==> src/rtl/instr_fetch_if.sv <==
// rtl/instr_fetch_if.sv - program load, run and fetch signals between control unit and instr_fetch
interface instr_fetch_if #(
  parameter int AW = 3,
  parameter int IW = 16
);
  logic          ld_en;
  logic [AW-1:0] ld_addr;
  logic [IW-1:0] ld_data;
  logic          run;
  logic [AW-1:0] pc_addr;
  logic [IW-1:0] ir;
  logic          instr_valid;
  logic          run_valid;
  logic          done;
  logic [AW:0]   prog_len;
  logic          ld_err;
  logic          par_err;

  modport master (
    output ld_en, ld_addr, ld_data, run, pc_addr,
    input  ir, instr_valid, run_valid, done, prog_len, ld_err, par_err
  );

  modport slave (
    input  ld_en, ld_addr, ld_data, run, pc_addr,
    output ir, instr_valid, run_valid, done, prog_len, ld_err, par_err
  );
endinterface

==> src/rtl/instr_fetch.sv <==
// rtl/instr_fetch.sv - fetch stage: loadable program memory, refetch on pc_addr change
// Optional even-parity protection of the program memory is enabled by defining IFETCH_PARITY_EN.
module instr_fetch #(
  parameter int AW = 3,
  parameter int IW = 16
) (
  input  logic          clk,
  input  logic          rst,
  instr_fetch_if.slave  bus
);

`ifdef IFETCH_PARITY_EN
  localparam int MW = IW + 1;
`else
  localparam int MW = IW;
`endif
  localparam int DEPTH = 1 << AW;

  typedef enum logic [1:0] {IDLE, FETCH, HOLD, DONE} state_e;

  state_e        state_q, state_d;
  logic [IW-1:0] ir_q, ir_d;
  logic          instr_valid_q, instr_valid_d;
  logic [AW:0]   prog_len_q, prog_len_d;
  logic          ld_err_q, ld_err_d;
  logic          par_err_q, par_err_d;
  logic [AW-1:0] last_pc_q, last_pc_d;

  logic [MW-1:0] mem_q [DEPTH];
  logic          mem_we;
  logic [MW-1:0] mem_wdata;
  logic [MW-1:0] rd_word;
  logic          rd_bad;
  logic [AW:0]   ld_end;
  logic [AW:0]   pc_ext;
  logic          run_ok;

  assign rd_word = mem_q[bus.pc_addr];
  assign ld_end  = {1'b0, bus.ld_addr} + {{AW{1'b0}}, 1'b1};
  assign pc_ext  = {1'b0, bus.pc_addr};
  assign run_ok  = bus.run && (prog_len_q != '0) && !par_err_q;

`ifdef IFETCH_PARITY_EN
  // Stored word plus its parity bit always XORs to zero when intact.
  assign mem_wdata = {^bus.ld_data, bus.ld_data};
  assign rd_bad    = ^rd_word;
`else
  assign mem_wdata = bus.ld_data;
  assign rd_bad    = 1'b0;
`endif

  always_comb begin
    state_d       = state_q;
    ir_d          = ir_q;
    instr_valid_d = instr_valid_q;
    prog_len_d    = prog_len_q;
    ld_err_d      = 1'b0;
    par_err_d     = par_err_q;
    last_pc_d     = last_pc_q;
    mem_we        = 1'b0;

    case (state_q)
      IDLE, DONE: begin
        instr_valid_d = 1'b0;
        if (bus.ld_en) begin
          mem_we = 1'b1;
          if (ld_end > prog_len_q) prog_len_d = ld_end;
        end else if (run_ok) begin
          if (pc_ext >= prog_len_q) begin
            state_d = DONE;
          end else begin
            state_d   = FETCH;
            last_pc_d = bus.pc_addr;
          end
        end
      end
      FETCH: begin
        ld_err_d  = bus.ld_en;
        last_pc_d = bus.pc_addr;
        if (rd_bad) begin
          par_err_d     = 1'b1;
          instr_valid_d = 1'b0;
          state_d       = DONE;
        end else begin
          ir_d          = rd_word[IW-1:0];
          instr_valid_d = 1'b1;
          state_d       = HOLD;
        end
      end
      HOLD: begin
        ld_err_d = bus.ld_en;
        if (bus.pc_addr != last_pc_q) begin
          instr_valid_d = 1'b0;
          // A wrap back to address 0 means the program ran off its end.
          if (bus.pc_addr == '0 || pc_ext >= prog_len_q) state_d = DONE;
          else                                           state_d = FETCH;
        end
      end
      default: state_d = IDLE;
    endcase
  end

  always_ff @(posedge clk) begin
    if (rst) begin
      state_q       <= IDLE;
      ir_q          <= '0;
      instr_valid_q <= 1'b0;
      prog_len_q    <= '0;
      ld_err_q      <= 1'b0;
      par_err_q     <= 1'b0;
      last_pc_q     <= '0;
    end else begin
      state_q       <= state_d;
      ir_q          <= ir_d;
      instr_valid_q <= instr_valid_d;
      prog_len_q    <= prog_len_d;
      ld_err_q      <= ld_err_d;
      par_err_q     <= par_err_d;
      last_pc_q     <= last_pc_d;
    end
  end

  // Program memory is intentionally left out of reset so a program can be re-run.
  always_ff @(posedge clk) begin
    if (mem_we) mem_q[bus.ld_addr] <= mem_wdata;
  end

  assign bus.ir          = ir_q;
  assign bus.instr_valid = instr_valid_q;
  assign bus.run_valid   = (state_q == FETCH) || (state_q == HOLD);
  assign bus.done        = (state_q == DONE);
  assign bus.prog_len    = prog_len_q;
  assign bus.ld_err      = ld_err_q;
  assign bus.par_err     = par_err_q;

endmodule

==> src/flat_wrapper.sv <==
// flat-port wrapper written by rule: the top's interface ports become plain ports
module instr_fetch_flat 
#(
  parameter int AW = 3,
  parameter int IW = 16
)
  (clk, rst, bus_ld_en, bus_ld_addr, bus_ld_data, bus_run, bus_pc_addr, bus_ir, bus_instr_valid, bus_run_valid, bus_done, bus_prog_len, bus_ld_err, bus_par_err);
  instr_fetch_if #(.AW(AW), .IW(IW)) bus_i ();
  input  logic clk;
  input  logic rst;
  input wire logic [$bits(bus_i.ld_en)-1:0] bus_ld_en;
  input wire logic [$bits(bus_i.ld_addr)-1:0] bus_ld_addr;
  input wire logic [$bits(bus_i.ld_data)-1:0] bus_ld_data;
  input wire logic [$bits(bus_i.run)-1:0] bus_run;
  input wire logic [$bits(bus_i.pc_addr)-1:0] bus_pc_addr;
  output wire logic [$bits(bus_i.ir)-1:0] bus_ir;
  output wire logic [$bits(bus_i.instr_valid)-1:0] bus_instr_valid;
  output wire logic [$bits(bus_i.run_valid)-1:0] bus_run_valid;
  output wire logic [$bits(bus_i.done)-1:0] bus_done;
  output wire logic [$bits(bus_i.prog_len)-1:0] bus_prog_len;
  output wire logic [$bits(bus_i.ld_err)-1:0] bus_ld_err;
  output wire logic [$bits(bus_i.par_err)-1:0] bus_par_err;
  assign bus_i.ld_en = bus_ld_en;
  assign bus_i.ld_addr = bus_ld_addr;
  assign bus_i.ld_data = bus_ld_data;
  assign bus_i.run = bus_run;
  assign bus_i.pc_addr = bus_pc_addr;
  assign bus_ir = bus_i.ir;
  assign bus_instr_valid = bus_i.instr_valid;
  assign bus_run_valid = bus_i.run_valid;
  assign bus_done = bus_i.done;
  assign bus_prog_len = bus_i.prog_len;
  assign bus_ld_err = bus_i.ld_err;
  assign bus_par_err = bus_i.par_err;
  instr_fetch #(.AW(AW), .IW(IW)) u_core (.clk(clk), .rst(rst), .bus(bus_i));
endmodule
==> config.mk <==
export PLATFORM = sky130hd
export DESIGN_NAME = instr_fetch_flat
export DESIGN_NICKNAME = d
export VERILOG_FILES = /design/src/rtl/instr_fetch_if.sv /design/src/rtl/instr_fetch.sv /design/src/flat_wrapper.sv
export SDC_FILE = /design/constraint.sdc
export NUM_CORES = 1
export LEC_CHECK = 0
export CORE_UTILIZATION = 40
export DETAILED_ROUTE_END_ITERATION = 16
export PLACE_DENSITY = 0.65
export SYNTH_ARGS = -nofsm -noshare
export SYNTH_HDL_FRONTEND = slang
export SYNTH_SLANG_ARGS = --single-unit
==> constraint.sdc <==
create_clock -name clk -period 2.7 [get_ports clk]
set_input_delay 0.27 -clock clk [delete_from_list [all_inputs] [get_ports clk]]
set_output_delay 0.27 -clock clk [all_outputs]
set_load 0.01 [all_outputs]
Yosys cells after proc, flatten, opt, wreduce, memory -nomap -nowiden
Memories as Yosys holds them, arrays and structs flattened. A register that Yosys moved wholly into a read port is not among the register bits.
Cells that the tools add are included.
{ "word_totals": {"out_inout_bits": 25, "mem_count": 1, "mem_bits_rw": 128, "register_bits": 11} }
{ "op_classes": {"n_mux": 16, "bitwise_logic": 1, "add_sub_neg": 1, "n_reduce_logical": 13, "n_eq_ne": 8, "order_cmp": 2} }
{ "mem_list": {"columns": ["name", "words", "word_bits", "rd", "rd_clocked_by_memory_dff", "write_ports", "line_no", "rtl"], "rows": [
  ["u_core.mem_q", 8, 16, 1, 1, 1, "instr_fetch.sv:29", "logic [MW-1:0] mem_q [DEPTH];"]
]} }
{ "ops": {"columns": ["operator", "count"], "rows": [
  ["$mux W2", 5],
  ["$mux W3", 3],
  ["$pmux W2 S3", 1],
  ["$pmux W3 S2", 1],
  ["$reduce_and A3 Y1", 2],
  ["$reduce_or A2 Y1", 3],
  ["$mux W1", 5],
  ["$add A3 B1 Y4 const B", 1],
  ["$eq A2 B2 Y1 const B", 2],
  ["$ge A3 B4 Y1", 1],
  ["$gt A4 B4 Y1", 1],
  ["$ne A2 B1 Y1 const B", 2],
  ["$ne A2 B2 Y1 const B", 2],
  ["$reduce_and A4 Y1", 1],
  ["$reduce_bool A4 Y1", 1],
  ["$logic_not A3 Y1", 1],
  ["$ne A3 B3 Y1", 1],
  ["$pmux W1 S3", 1],
  ["$eq A2 B1 Y1 const B", 1],
  ["$logic_not A2 Y1", 1],
  ["$logic_or A1 B1 Y1", 2],
  ["$reduce_bool A2 Y1", 1],
  ["$logic_and A1 B1 Y1", 1],
  ["$not A1 Y1", 1]
]} }

Logic depth before layout (Yosys ltp)
{ "logic_depth": {"word_depth": 5, "ltp_mapped": 9, "mapped_depth_nobuf": 8} }

Least setup slack after synthesis
Ideal clock, no wire load.
{ "synth_timing": {"path_kind": "reg-to-reg", "from": "register u_core.state_q[0]", "to": "memory u_core.mem_q[2][0] in the netlist's numbering (enable)", "t_arrival_ps": 2125, "setup_slack_ps": 166, "path_stages_with_launch": 5, "period_less_slack_ps": 2534, "setup_time_ps": 409, "required_time_ps": 2291, "path_cell_list": "dfxtp_1 inv_1 ha_1 nand2b_1 nor3_1"} }
{ "synth_via": {"elab_chain_cells": 5} }
{ "synth_rtl": {"columns": ["element", "line_no", "rtl"], "rows": [
  ["start, declared", "instr_fetch.sv:21", "state_e state_q, state_d;"],
  ["start signal, assigned", "instr_fetch.sv:113", "state_q <= state_d;"],
  ["$eq A2 B2 Y1 / $logic_not A2 Y1 (equally long branches)", "instr_fetch.sv:62", "case (state_q)"],
  ["$reduce_or A2 Y1 (*)", "instr_fetch.sv:62", null],
  ["$mux W1 (*)", "instr_fetch.sv:62", null],
  ["$mux W1 (*)", "instr_fetch.sv:125", "if (mem_we) mem_q[bus.ld_addr] <= mem_wdata;"],
  ["$mux W1 (implied by the code) (*)", "instr_fetch.sv:125", null],
  ["end, declared", "instr_fetch.sv:29", null]
]} }
Every way passes the cells marked *; elsewhere a longest branch is shown, timed or not.

Worst setup path after layout
{ "layout_timing": {"from": "register u_core.state_q[0]", "to": "output bus_run_valid"} }
{ "layout_via": {"elab_chain_cells": 2} }
{ "layout_rtl": {"columns": ["element", "line_no", "rtl"], "rows": [
  ["$eq A2 B1 Y1 / $eq A2 B2 Y1 (equally long branches)", "instr_fetch.sv:130", "assign bus.run_valid = (state_q == FETCH) || (state_q == HOLD);"],
  ["$logic_or A1 B1 Y1 (*)", "instr_fetch.sv:130", null],
  ["end, declared", "flat_wrapper.sv:18", "output wire logic [$bits(bus_i.run_valid)-1:0] bus_run_valid;"]
]} }
Marked as above.

==> run_results.csv <==
group,metric,value,unit
run_status,status,"finished clean",
clock_tree,hold_buffers,0,
cells_and_area,final_nets,441,
sta,setup_ws,0.422,ns
clock_tree,worstSkewPairLatency,0.42,ns
critical_path,rrSetupSlack,0.80,ns
route,ant_nets,0,
clock_tree,cts_tree,"built",
logic_synthesis,ys_async_sr_fraction,0,%
critical_path,max_stage_delay,0.55,ns
critical_path,worstPathRequired,2.43,ns
logic_synthesis,synthCells,336,
logic_synthesis,yosys.area.top_type_share,61.3,%
logic_synthesis,synth_top_flop_cell,"edfxtp_1",
clock_tree,ctsResizeCount,0,
critical_path,rr_endpoint,"u_core.mem_q[2][15]",
floorplanning,die_w,127,um
logic_synthesis,ys_ff_latch,155,
place,io_buffers,49,
logic_synthesis,ys_seq_area_share,69.9,%
cells_and_area,diodes,0,
floorplanning,initial_core_util,41.1,%
logic_synthesis,syn-num-nets,374,
critical_path,crit_chain,"inv_1 -> ha_1 -> inv_1 -> clkdlybuf4s50_1",
critical_path,path_depth,4,
cells_and_area,fill_cells,1288,
clock_tree,root_buffer,"clkbuf_16",
clock_tree,cts_made_buffers,17,
place,post-place-ws,0.279,ns
critical_path,crit_fanout,8,
route,firstDrtPassIters,4,
clock_tree,cts_buffer_depth,2,
cells_and_area,finalInstanceArea,7540,um^2
sta,setup_viol,0,
critical_path,r2r-start,"u_core.state_q[0]",
floorplanning,pin_count,51,
clock_tree,htreeDepth,4,
global_route,grt_max_degree,36,
place,gp_congestion,0.826,
route,drt_iter0_markers,132,
power,p_per_area,831,nW/um^2
critical_path,critical_path_class,"flop to primary output",
logic_synthesis,synthDistinctLibCells,42,
logic_synthesis,synth_top_cell_by_area,"edfxtp_1",
place,dp_hpwl,6.97,mm
logic_synthesis,synth_top_cells_by_area,"edfxtp_1 61%, mux4_2 9.3%, dfxtp_1 8.6%",
critical_path,start_kind,"flop",
floorplanning,placeableCoreArea,15300,um^2
logic_synthesis,synth_common_cells,"128 x edfxtp_1, 27 x dfxtp_1, 27 x nor2_1, 26 x mux4_2, 23 x mux2i_1",
logic_synthesis,synthMostInstantiatedCell,"edfxtp_1",
power,power_leakage,2.54,nW
critical_path,crit_arrival,2.01,ns
global_route,grt_remaining_overflow,0,
sta,rsz0062_at_grt,"false",
route,drc,0,
logic_synthesis,syn-cell-area,6270,um^2
clock_tree,post_cts_buffers,0,
clock_tree,clock_sinks,155,
sta,final_max_slew_viol_count,0,
route,via_per_inst,5.09,
sta,setup_tns,0,ns
critical_path,crit_end,"bus_run_valid",
logic_synthesis,syn_area_per_cell,18.7,um^2
critical_path,critPathCaptureType,"primary output",
critical_path,crit_family,"buffers and inverters",
global_route,grt_pass1_vias,3422,
sta,max_freq,439,MHz
cells_and_area,finish.utilization,49.4,%
global_route,grtUsageTotal,16.6,%
floorplanning,die_area,16200,um^2
floorplanning,die_height,127,um
sta,fin_crit_sh,84.4,%
critical_path,cp_slowest_cell,"clkdlybuf4s50_1",
power,ir_worst_vdd,0.495,mV
global_route,grt_antenna_before_repair,0,
logic_synthesis,synth_edf_count,128,
route,via_count,3192,
global_route,grt_pass1_wl,19.3,mm
sta,tightest_slew,0.670,ns
job,drv_cap,0,
critical_path,r2r_cells,5,
sta,hold_viol,0,
cells_and_area,area_growth,20.3,%
critical_path,crit_start,"u_core.state_q[0]",
cells_and_area,final_layout_size_suffix_gt1_share,20.0,%
clock_tree,clkTransAtPathRegs,0.06,ns
sta,holdWs,0.485,ns
critical_path,crit_buf_inv,3,
sta,fin_crit,2.28,ns
floorplanning,rows,45,
route,wl_per_cell,18.9,um
worst_hold_path,hp-class,"flop to flop",
sta,clock_skew,0.00458,ns
route,drt-total-wl,11.9,mm
sta,relSlewSlack,55.3,%
logic_synthesis,yosysWarnings,0,
critical_path,cp_common_cell,"inv_1",
place,dpl_cell_area,7010,um^2
## layout make-up
class | count | area [um^2] | area share [%]
Inverter | 7 | 26.3 | 0.348
Multi-Input combinational cell | 156 | 1710 | 22.7
Clock inverter | 9 | 66.3 | 0.879
Timing Repair Buffer | 66 | 626 | 8.29
Sequential cell | 155 | 4380 | 58.1
Tap cell | 211 | 264 | 3.50
Clock buffer | 23 | 468 | 6.20
## worst register-to-register path: stages, from the launching register on
cell,delay (ns)
dfxtp_1,0.41
inv_1,0.06
ha_1,0.44
nand2b_1,0.18
nor3_2,0.18
buf_4,0.30
## cells in the final DEF, fill, tap and decap left out, drive strengths merged, types with 3 or more instances in the layout
| cell type | n |
|---|---|
| edfxtp | 128 |
| clkdlybuf4s50 | 48 |
| mux4 | 32 |
| nor2 | 27 |
| dfxtp | 27 |
| mux2i | 23 |
| clkbuf | 23 |
| buf | 18 |
| a211oi | 17 |
| ha | 12 |
| inv | 9 |
| nand2b | 7 |
| nand2 | 4 |
| clkinv | 4 |
| nor3 | 4 |
| a21oi | 4 |
| clkinvlp | 3 |
| xnor2 | 3 |
## stage by stage
step           cells  power [mW]
4_1_cts          627        6.34
2_1_floorplan    336        3.70
3_5_place_dp     595        4.20
5_1_grt          627        6.58
6_report         627        6.27
3_3_place_gp     595        4.16
## registers in the layout, summed over array words and instances (netlist names)
signal / cells
u_core.last_pc_q: 3
u_core.bus.prog_len: 4
u_core.bus.instr_valid: 1
u_core.bus.ld_err: 1
u_core.mem_q: 128
u_core.bus.ir: 16
u_core.state_q: 2
## worst min path at each step
stage	to	from	slack (ns)	cells past startpoint
after CTS	u_core.bus.ir[3]	u_core.bus.ir[3]	0.49	2
after detailed placement	u_core.bus.ir[9]	u_core.bus.ir[9]	0.48	2
after global routing	u_core.bus.ir[9]	u_core.bus.ir[9]	0.51	2
after floorplan	u_core.bus.prog_len[0]	bus_ld_addr[0]	0.37	1
final	u_core.bus.ir[3]	u_core.bus.ir[3]	0.49	2
after global placement	u_core.bus.instr_valid	u_core.bus.instr_valid	0.47	2
## where the power goes
part	internal, mW	switching, mW	leakage, nW
sequential	2.81	0.103	1.38
combinational	0.566	0.655	0.906
clock	1.23	0.901	0.255
total	4.61	1.66	2.54
## layer usage
| layer | share of wire [%] | global-route usage, % |
|---|---|---|
| met4 | 1.7 | 6.09 |
| met3 | 5.6 | 5.03 |
| met5 | 0 | 0 |
| met1 | 45 | 21.6 |
| met2 | 48 | 26.3 |
## cell families after synthesis
logic type      Yosys count  share of synthesized area [%]
flops                   155                           69.9
simple gates             56                           4.87
mux                      55                           15.5
compound gates           28                           3.41
buf+inv                  25                           2.95
fa+ha+maj                12                           2.39
xor+xnor                  4                          0.858
other cells               1                         0.0598
Note: power is estimated with default switching activity, not from simulation.
